==> config.mk <==
export PLATFORM = sky130hd
export DESIGN_NAME = mem_port_arbiter_flat
export DESIGN_NICKNAME = d
export VERILOG_FILES = /design/src/rtl/mem_port_arbiter_if.sv /design/src/rtl/mem_port_arbiter.sv /design/src/flat_wrapper.sv
export SDC_FILE = /design/constraint.sdc
export NUM_CORES = 1
export LEC_CHECK = 0
export ABC_AREA = 1
export CAP_MARGIN = 20
export CORE_MARGIN = 8
export CORE_UTILIZATION = 41
export CTS_BUF_LIST = sky130_fd_sc_hd__clkbuf_2
export DETAILED_ROUTE_END_ITERATION = 10
export PLACE_DENSITY_LB_ADDON = 0.15
export SLEW_MARGIN = 20
export SYNTH_ARGS = -nofsm -noshare
export SYNTH_HDL_FRONTEND = slang
export SYNTH_SLANG_ARGS = --single-unit
==> constraint.sdc <==
create_clock -name clk -period 2.09 [get_ports clk]
set_clock_uncertainty 0.05 [all_clocks]
set_input_delay 0.209 -clock clk [delete_from_list [all_inputs] [get_ports clk]]
set_output_delay 0.209 -clock clk [all_outputs]
set_load 0.1 [all_outputs]
==> src/rtl/mem_port_arbiter_if.sv <==
// Bundle of requester-side and memory-side signals shared by the two-port
// memory arbiter and whatever surrounds it.
interface mem_port_arbiter_if #(
  parameter int ADDR_W = 32,
  parameter int DATA_W = 32
);
  localparam int STRB_W = DATA_W / 8;

  // Handshake: a requester raises reqN with its attributes and holds them
  // until the one-cycle doneN pulse. The memory sees mem_req with stable
  // mem_* fields until it answers with a one-cycle mem_ready (mem_rdata
  // valid in that cycle). mem_ready outside an issued access is ignored.
  logic              req0;
  logic              req1;
  logic              we0;
  logic              we1;
  logic [ADDR_W-1:0] addr0;
  logic [ADDR_W-1:0] addr1;
  logic [DATA_W-1:0] wdata0;
  logic [DATA_W-1:0] wdata1;
  logic [STRB_W-1:0] wstrb0;
  logic [STRB_W-1:0] wstrb1;
  logic              done0;
  logic              done1;
  logic              err0;
  logic              err1;
  logic [DATA_W-1:0] rdata;

  logic              mem_req;
  logic              mem_we;
  logic [ADDR_W-1:0] mem_addr;
  logic [DATA_W-1:0] mem_wdata;
  logic [STRB_W-1:0] mem_wstrb;
  logic              mem_ready;
  logic [DATA_W-1:0] mem_rdata;

  logic              busy;

  // Arbiter view.
  modport master (
    input  req0, req1, we0, we1, addr0, addr1, wdata0, wdata1, wstrb0, wstrb1,
    output done0, done1, err0, err1, rdata,
    output mem_req, mem_we, mem_addr, mem_wdata, mem_wstrb,
    input  mem_ready, mem_rdata,
    output busy
  );

  // Requester / memory view.
  modport slave (
    output req0, req1, we0, we1, addr0, addr1, wdata0, wdata1, wstrb0, wstrb1,
    input  done0, done1, err0, err1, rdata,
    input  mem_req, mem_we, mem_addr, mem_wdata, mem_wstrb,
    output mem_ready, mem_rdata,
    input  busy
  );
endinterface

==> src/rtl/mem_port_arbiter.sv <==
// Round-robin arbiter sharing one memory port between the core (port 0) and
// the boot/debug port (port 1), with a watchdog that aborts stuck accesses.
module mem_port_arbiter #(
  parameter int ADDR_W  = 32,
  parameter int DATA_W  = 32,
  parameter int TIMEOUT = 16
) (
  input  logic                clk,
  input  logic                rst,
  mem_port_arbiter_if.master  bus,
  output logic [1:0]          state_dbg
);

  localparam int STRB_W    = DATA_W / 8;
  localparam int CNT_W     = $clog2(TIMEOUT) + 1;
  localparam int TO_LAST_I = (TIMEOUT > 0) ? TIMEOUT - 1 : 0;
  localparam logic [CNT_W-1:0] TO_LAST = CNT_W'(TO_LAST_I);
  localparam bit   WD_EN   = (TIMEOUT != 0);

  typedef enum logic [1:0] {
    IDLE  = 2'd0,
    ISSUE = 2'd1,
    RESP  = 2'd2
  } state_t;

  state_t            state_q;
  state_t            state_d;
  logic              last_gnt_q;
  logic              gnt_id_q;
  logic              err_q;
  logic [CNT_W-1:0]  cnt_q;
  logic              mem_we_q;
  logic [ADDR_W-1:0] mem_addr_q;
  logic [DATA_W-1:0] mem_wdata_q;
  logic [STRB_W-1:0] mem_wstrb_q;
  logic [DATA_W-1:0] rdata_q;

  logic              grant_valid;
  logic              grant_id;
  logic              issue_ok;
  logic              issue_to;
  logic              wd_fire;
  logic              done0_w;
  logic              done1_w;

  assign wd_fire = WD_EN && (cnt_q == TO_LAST);

  // Next-state and grant decode. A tie goes to the port that did not win last.
  always_comb begin
    state_d     = state_q;
    grant_valid = 1'b0;
    grant_id    = 1'b0;
    issue_ok    = 1'b0;
    issue_to    = 1'b0;
    case (state_q)
      IDLE: begin
        grant_valid = bus.req0 | bus.req1;
        if (bus.req0 && bus.req1) grant_id = ~last_gnt_q;
        else                      grant_id = bus.req1;
        if (grant_valid) state_d = ISSUE;
      end
      ISSUE: begin
        // mem_ready wins over a watchdog expiry in the same cycle.
        if (bus.mem_ready) begin
          issue_ok = 1'b1;
          state_d  = RESP;
        end else if (wd_fire) begin
          issue_to = 1'b1;
          state_d  = RESP;
        end
      end
      RESP:    state_d = IDLE;
      default: state_d = IDLE;
    endcase
  end

  always_ff @(posedge clk) begin
    if (!rst) begin
      state_q    <= IDLE;
      last_gnt_q <= 1'b1;
      gnt_id_q   <= 1'b0;
    end else begin
      state_q <= state_d;
      if (grant_valid) begin
        gnt_id_q   <= grant_id;
        last_gnt_q <= grant_id;
      end
    end
  end

  // Attributes are captured once at grant so requesters may change their
  // inputs while the access is in flight.
  always_ff @(posedge clk) begin
    if (!rst) begin
      mem_we_q    <= 1'b0;
      mem_addr_q  <= '0;
      mem_wdata_q <= '0;
      mem_wstrb_q <= '0;
    end else if (grant_valid) begin
      mem_we_q    <= grant_id ? bus.we1    : bus.we0;
      mem_addr_q  <= grant_id ? bus.addr1  : bus.addr0;
      mem_wdata_q <= grant_id ? bus.wdata1 : bus.wdata0;
      mem_wstrb_q <= grant_id ? bus.wstrb1 : bus.wstrb0;
    end
  end

  always_ff @(posedge clk) begin
    if (!rst) begin
      cnt_q   <= '0;
      err_q   <= 1'b0;
      rdata_q <= '0;
    end else if (grant_valid) begin
      cnt_q <= '0;
    end else if (state_q == ISSUE) begin
      if (issue_ok) begin
        err_q <= 1'b0;
        if (!mem_we_q) rdata_q <= bus.mem_rdata;
      end else if (issue_to) begin
        err_q   <= 1'b1;
        rdata_q <= '0;
      end else if (cnt_q != {CNT_W{1'b1}}) begin
        cnt_q <= cnt_q + 1'b1;
      end
    end
  end

  assign done0_w       = (state_q == RESP) && !gnt_id_q;
  assign done1_w       = (state_q == RESP) &&  gnt_id_q;

  assign bus.done0     = done0_w;
  assign bus.done1     = done1_w;
  assign bus.err0      = done0_w && err_q;
  assign bus.err1      = done1_w && err_q;
  assign bus.rdata     = rdata_q;
  assign bus.mem_req   = (state_q == ISSUE);
  assign bus.mem_we    = mem_we_q;
  assign bus.mem_addr  = mem_addr_q;
  assign bus.mem_wdata = mem_wdata_q;
  assign bus.mem_wstrb = mem_wstrb_q;
  assign bus.busy      = (state_q != IDLE);
  assign state_dbg     = state_q;

  a_done_onehot: assert property (@(posedge clk) !(done0_w && done1_w));

  a_issue_stable: assert property (@(posedge clk)
    (rst && state_q == ISSUE && state_d == ISSUE) |=>
      ($stable(mem_addr_q) && $stable(mem_wdata_q) &&
       $stable(mem_wstrb_q) && $stable(mem_we_q)));

  a_resp_one_cycle: assert property (@(posedge clk)
    (rst && state_q == RESP) |=> (state_q == IDLE));

endmodule
==> src/flat_wrapper.sv <==
// flat-port wrapper written by rule: the top's interface ports become plain ports
module mem_port_arbiter_flat 
#(
  parameter int ADDR_W  = 32,
  parameter int DATA_W  = 32,
  parameter int TIMEOUT = 16
)
  (clk, rst, state_dbg, bus_req0, bus_req1, bus_we0, bus_we1, bus_addr0, bus_addr1, bus_wdata0, bus_wdata1, bus_wstrb0, bus_wstrb1, bus_done0, bus_done1, bus_err0, bus_err1, bus_rdata, bus_mem_req, bus_mem_we, bus_mem_addr, bus_mem_wdata, bus_mem_wstrb, bus_mem_ready, bus_mem_rdata, bus_busy);
  mem_port_arbiter_if #(.ADDR_W(ADDR_W), .DATA_W(DATA_W)) bus_i ();
  input  logic clk;
  input  logic rst;
  output logic [1:0] state_dbg;
  input wire logic [$bits(bus_i.req0)-1:0] bus_req0;
  input wire logic [$bits(bus_i.req1)-1:0] bus_req1;
  input wire logic [$bits(bus_i.we0)-1:0] bus_we0;
  input wire logic [$bits(bus_i.we1)-1:0] bus_we1;
  input wire logic [$bits(bus_i.addr0)-1:0] bus_addr0;
  input wire logic [$bits(bus_i.addr1)-1:0] bus_addr1;
  input wire logic [$bits(bus_i.wdata0)-1:0] bus_wdata0;
  input wire logic [$bits(bus_i.wdata1)-1:0] bus_wdata1;
  input wire logic [$bits(bus_i.wstrb0)-1:0] bus_wstrb0;
  input wire logic [$bits(bus_i.wstrb1)-1:0] bus_wstrb1;
  output wire logic [$bits(bus_i.done0)-1:0] bus_done0;
  output wire logic [$bits(bus_i.done1)-1:0] bus_done1;
  output wire logic [$bits(bus_i.err0)-1:0] bus_err0;
  output wire logic [$bits(bus_i.err1)-1:0] bus_err1;
  output wire logic [$bits(bus_i.rdata)-1:0] bus_rdata;
  output wire logic [$bits(bus_i.mem_req)-1:0] bus_mem_req;
  output wire logic [$bits(bus_i.mem_we)-1:0] bus_mem_we;
  output wire logic [$bits(bus_i.mem_addr)-1:0] bus_mem_addr;
  output wire logic [$bits(bus_i.mem_wdata)-1:0] bus_mem_wdata;
  output wire logic [$bits(bus_i.mem_wstrb)-1:0] bus_mem_wstrb;
  input wire logic [$bits(bus_i.mem_ready)-1:0] bus_mem_ready;
  input wire logic [$bits(bus_i.mem_rdata)-1:0] bus_mem_rdata;
  output wire logic [$bits(bus_i.busy)-1:0] bus_busy;
  assign bus_i.req0 = bus_req0;
  assign bus_i.req1 = bus_req1;
  assign bus_i.we0 = bus_we0;
  assign bus_i.we1 = bus_we1;
  assign bus_i.addr0 = bus_addr0;
  assign bus_i.addr1 = bus_addr1;
  assign bus_i.wdata0 = bus_wdata0;
  assign bus_i.wdata1 = bus_wdata1;
  assign bus_i.wstrb0 = bus_wstrb0;
  assign bus_i.wstrb1 = bus_wstrb1;
  assign bus_done0 = bus_i.done0;
  assign bus_done1 = bus_i.done1;
  assign bus_err0 = bus_i.err0;
  assign bus_err1 = bus_i.err1;
  assign bus_rdata = bus_i.rdata;
  assign bus_mem_req = bus_i.mem_req;
  assign bus_mem_we = bus_i.mem_we;
  assign bus_mem_addr = bus_i.mem_addr;
  assign bus_mem_wdata = bus_i.mem_wdata;
  assign bus_mem_wstrb = bus_i.mem_wstrb;
  assign bus_i.mem_ready = bus_mem_ready;
  assign bus_i.mem_rdata = bus_mem_rdata;
  assign bus_busy = bus_i.busy;
  mem_port_arbiter #(.ADDR_W(ADDR_W), .DATA_W(DATA_W), .TIMEOUT(TIMEOUT)) u_core (.clk(clk), .rst(rst), .bus(bus_i), .state_dbg(state_dbg));
endmodule
# Word-level counts from Yosys, hierarchy flattened
# Cells that the tools add are included.
# totals
register_bits	111
word_cells	59
# classes
add_sub_neg	1
n_eq_ne	7
mux	21
bitwise	6
n_reduce_logical	14
# op_table
operator	count
$mux 32	5
$mux 1	11
$reduce_and 4->1	2
$mux 2	3
$add 5x1->5 const B	1
$eq 5x4->1 const B	1
$logic_and 1x1->1	5
$ne 5x5->1 const B	1
$not 1->1	5
$mux 4	1
$pmux 2 s2	1
$reduce_bool 2->1	2
$ne 3x1->1 const B	1
$reduce_and 3->1	1
$eq 2x1->1 const B	1
$eq 2x2->1 const B	1
$logic_not 2->1	1
$ne 2x1->1 const B	1
$ne 2x2->1 const B	1
$reduce_and 2->1	1
$reduce_or 2->1	1
$logic_not 1->1	1
$or 1x1->1	1

# Longest topological paths before layout
# depth
depth_word	6
ltp_mapped	10
ltp_nobuf	10

# Least setup slack after synthesis
# Ideal clock, no wire load.
# synth_timing
path_kind	register to output
start	reg u_core.state_q[1], in the netlist u_core.state_dbg[1]
end	out bus_err0
arrival_ns	4.103
slack_ns	-2.272
stages_incl_launch_ff	3
path_buffers	0
cell_sequence	dfxtp_1 > inv_2 > nor4_1
# synth_between
elab_chain_cells	3
# synth_rtl
item	line	source
from (decl)	mem_port_arbiter.sv:26	state_t state_q;
from (signal assigned)	mem_port_arbiter.sv:83	state_q <= state_d;
$eq 2x2->1	mem_port_arbiter.sv:127	assign done0_w = (state_q == RESP) && !gnt_id_q;
$logic_and 1x1->1	mem_port_arbiter.sv:127	
$logic_and 1x1->1	mem_port_arbiter.sv:132	assign bus.err0 = done0_w && err_q;
to (decl)	flat_wrapper.sv:25	output wire logic [$bits(bus_i.err0)-1:0] bus_err0;
# Every way passes these cells.

# Worst setup path after layout
# layout_timing
start	reg u_core.gnt_id_q
end	out bus_err1
# layout_between
elab_chain_cells	2
# layout_rtl
item	line	source
from (decl)	mem_port_arbiter.sv:29	logic gnt_id_q;
from (signal assigned)	mem_port_arbiter.sv:85	gnt_id_q <= grant_id;
$logic_and 1x1->1	mem_port_arbiter.sv:128	assign done1_w = (state_q == RESP) && gnt_id_q;
$logic_and 1x1->1	mem_port_arbiter.sv:133	assign bus.err1 = done1_w && err_q;
to (decl)	flat_wrapper.sv:26	output wire logic [$bits(bus_i.err1)-1:0] bus_err1;
# Every way passes these cells.

==> results by group <==
Run status
  – Run status: completed

Timing
  – Max_slew headroom: a little over 70%
  – Fmax: 511 MHz
  – Final number of hold-violating endpoints: 0
  – Final period util: between 90% and 100%
  – Transition time of the tightest slew-check pin: 0.409 ns
  – RSZ-0062 raised after global routing: no
  – Final setup viols: 0
  – Slew Limit Fails: 0
  – Final period demand of the worst path: 1.96 ns
  – Setup_tns: 0 ns
  – Worst hold slack: 0.0877 ns

Setup path
  – Startpoint types: register
  – Worst Path Class, Setup: reg -> out
  – Worst Setup End Kind: primary output
  – Critical path required time: 1.83 ns
  – Worst Path Arrival: 1.70 ns
  – Reg2reg path depth: 10
  – Worst-path maximum fanout: 3

Clocking
  – Max clock buf depth: 2
  – Worst-path clk slew: 0.30 ns
  – Clock latency on the worst-skew pair: 0.59 ns
  – Clock sink count: around 110
  – CTS tree: yes
  – H-tree levels: 3
  – Clock buffer count from CTS: 9
  – Clk root buf: clkbuf_2

GRT
  – First-pass GRT wire length: slightly below 30000 um
  – Vias in the first global route: 5747
  – Largest net degree at the start of global routing: 53
  – Initial antenna violation count: 1
  – Gr usage total: around 22%
  – Grt total ovfl: 0

Die
  – Die Wd: 131 um
  – Die Ht: ~130 um
  – I/O pin total: 284
  – Initial Util: 41.4%
  – Die ar.: 17100 um2
  – Num rows: 42
  – Core area: 13000 um2

Finish
  – Most frequent cells in the layout: 260 x nand2_1, 173 x clkdlybuf4s50_1, 149 x inv_1, 120 x buf_4, 108 x dfxtp_1
  – Area growth syn-to-layout: 56.2%
  – Fin nets: approximately 1300
  – Layout cell share with drive strength beyond 1: 15.3%
  – Commonest non-fill, non-tap cell in the layout: nand2_1
  – Fin util: 64.6%
  – Fillers: 1240

Detailed routing
  – Vias per Instance: 4.80
  – Post-Route WL: 19100 um
  – Met3 WL: 2030 um
  – Antenna-violating nets left: 0
  – DRT met1 WL: between 7000 and 8000 um
  – WL met2: 9190 um
  – Routed len/inst: 15.2 um
  – Initial DRC count: between 300 and 400
  – Max layer used: met4
  – DRC: 0
  – Vias: 6033
  – DR pass1 iterations: 5

Synth
  – XOR/XNOR Fraction of Synth Area: 0.162%
  – Post-Syn Area per Cell: roughly 6.6 um2
  – Yosys cell types: 23
  – Synthesized area: 5390 um2
  – Synth Warn #: 0
  – Synth Area in Adders: 0.696%
  – Simple-gate share of the synthesized area: 38.6%
  – Syn Inst Count: 818
  – Mapped Nets: ~1000
  – Largest family of logic cells by synthesized area: simple AND/OR/NAND/NOR gates
  – Post-synthesis mux area share: 0%
  – Synth Register Bits: ~110
  – Synth Area in Compound Gates: 3.81%
  – Post-synthesis sequential area ratio: 41.2%

Power and ir drop
  – Sequential fraction of design power: about two fifths
  – Peak supply drop: 0.384 mV
  – Cell-internal power: 0.00337 W
  – Power per cell area: 739 nW/um2
  – Switch Pwr: 0.00285 W
  – Leakage power: 4.23 nW
  – Sw Ratio: 45.8%
  – Comb pwr share: between 40% and 50%
  – Clock share of power: 16.6%

Place
  – Placer Congestion: 0.798
  – # port buffers: approximately 280
  – Hpwl dp: 14100 um

Job
  – MaxCap Viol Count: 0

Hold path
  – Hold Path Stages: 3
  – Worst hold-check path type: in -> reg
## power by group through the flow
stage | combinational [W] | sequential (W) | clock (W)
detailed placement | 0.00277 | 0.00245 | 0
floorplan | 0.000624 | 0.00373 | 0
global route | 0.00291 | 0.00244 | 0.00116
global placement | 0.00276 | 0.00245 | 0
finish | 0.00278 | 0.00242 | 0.00103
CTS | 0.00279 | 0.00242 | 0.00107
## stage by stage
stage	setup WS, ns	total power (W)	std cells	instance area (um2)
3_5_place_dp	0.270	0.00523	1237	8260
3_3_place_gp	0.296	0.00522	1237	8260
6_report	0.134	0.00623	1258	8420
4_1_cts	0.0391	0.00628	1257	8420
5_1_grt	0.00667	0.00652	1258	8420
2_1_floorplan	0.0658	0.00435	818	5460
## path summary, 6_finish.rpt
| check | startpoint | end | slack [ns] |
|---|---|---|---|
| max | u_core.gnt_id_q | bus_err1 | 0.13 |
| min | bus_mem_rdata[10] | u_core.bus.rdata[10] | 0.09 |
| max reg2reg | u_core.cnt_q[0] | u_core.bus.rdata[25] | 0.24 |
| min reg2reg | u_core.bus.mem_addr[22] | u_core.bus.mem_addr[22] | 0.42 |
## flip-flops by register name, indices dropped and copies added, names as in the netlist
register	cells
u_core.gnt_id_q	1
u_core.bus.rdata	32
u_core.err_q	1
u_core.bus.mem_wdata	32
u_core.cnt_q	5
u_core.last_gnt_q	1
u_core.state_dbg	2
u_core.bus.mem_we	1
u_core.bus.mem_wstrb	4
u_core.bus.mem_addr	32
## area by class of cell
cell class | count | area, um2 | area share (%)
clock inverters | 6 | 70.1 | 0.832
flip-flops and latches | 111 | 2230 | 26.5
multi-input cells | 495 | 2390 | 28.3
repair buffers | 307 | 2890 | 34.3
well taps | 176 | 220 | 2.62
inverters | 152 | 571 | 6.78
diodes | 1 | 2.50 | 0.0297
clock buffers | 10 | 50.0 | 0.595
## per-layer routing
layer | vias up | GRT usage [%]
li1 | 3104 | -
met1 | 2677 | 24.7
met2 | 228 | 37.1
met3 | 24 | 8.00
met4 | 0 | 7.36
met5 | - | 0
## kinds of logic (layout without fill, tap and decap cells)
kind of cell | count (synthesis) | after routing
adders and majority gates | 3 | 3
AOI/OAI and AO/OA | 40 | 40
xor gates and xnor gates | 1 | 1
other | 0 | 1
DFF | 111 | 111
buffers and inverters | 212 | 475
and+or+nand+nor | 451 | 451
## synth_stat cells
| master | n | share of area, % |
|---|---|---|
| nand3b_1 | 1 | 0.14 |
| clkbuf_1 | 33 | 2.3 |
| xor2_1 | 1 | 0.16 |
| nor2_4 | 3 | 0.63 |
| o22ai_1 | 1 | 0.12 |
| buf_1 | 3 | 0.21 |
| buf_2 | 21 | 1.9 |
| inv_2 | 3 | 0.21 |
| nand3_1 | 71 | 6.6 |
| nor2_1 | 7 | 0.49 |
| o21ai_2 | 1 | 0.16 |
| nand3_2 | 1 | 0.19 |
| nor4_1 | 2 | 0.23 |
| dfxtp_1 | 111 | 41 |
| nand2_1 | 261 | 18 |
| nand4_1 | 102 | 12 |
| a21oi_1 | 38 | 3.5 |
| buf_6 | 1 | 0.21 |
| ha_1 | 3 | 0.70 |
| buf_4 | 2 | 0.28 |
| nand2_2 | 1 | 0.12 |
| inv_1 | 149 | 10 |
| nor3_1 | 2 | 0.19 |
## critical path, cell delays in order, from the launching register on
cell     delay (ns)
dfxtp_2        0.45
inv_1          0.14
nor4_4         0.32
buf_12         0.21
## timing repair
item | CTS | global route
pin swaps | 1 | 1
gates resized for setup | 1 | 0
hold buffers | 1 | 0
buffers inserted | 3 | 0
endpoints found under the hold margin | 9 | 0
endpoints found under the setup margin | 3 | 1
(Power assumes the default switching activity.)
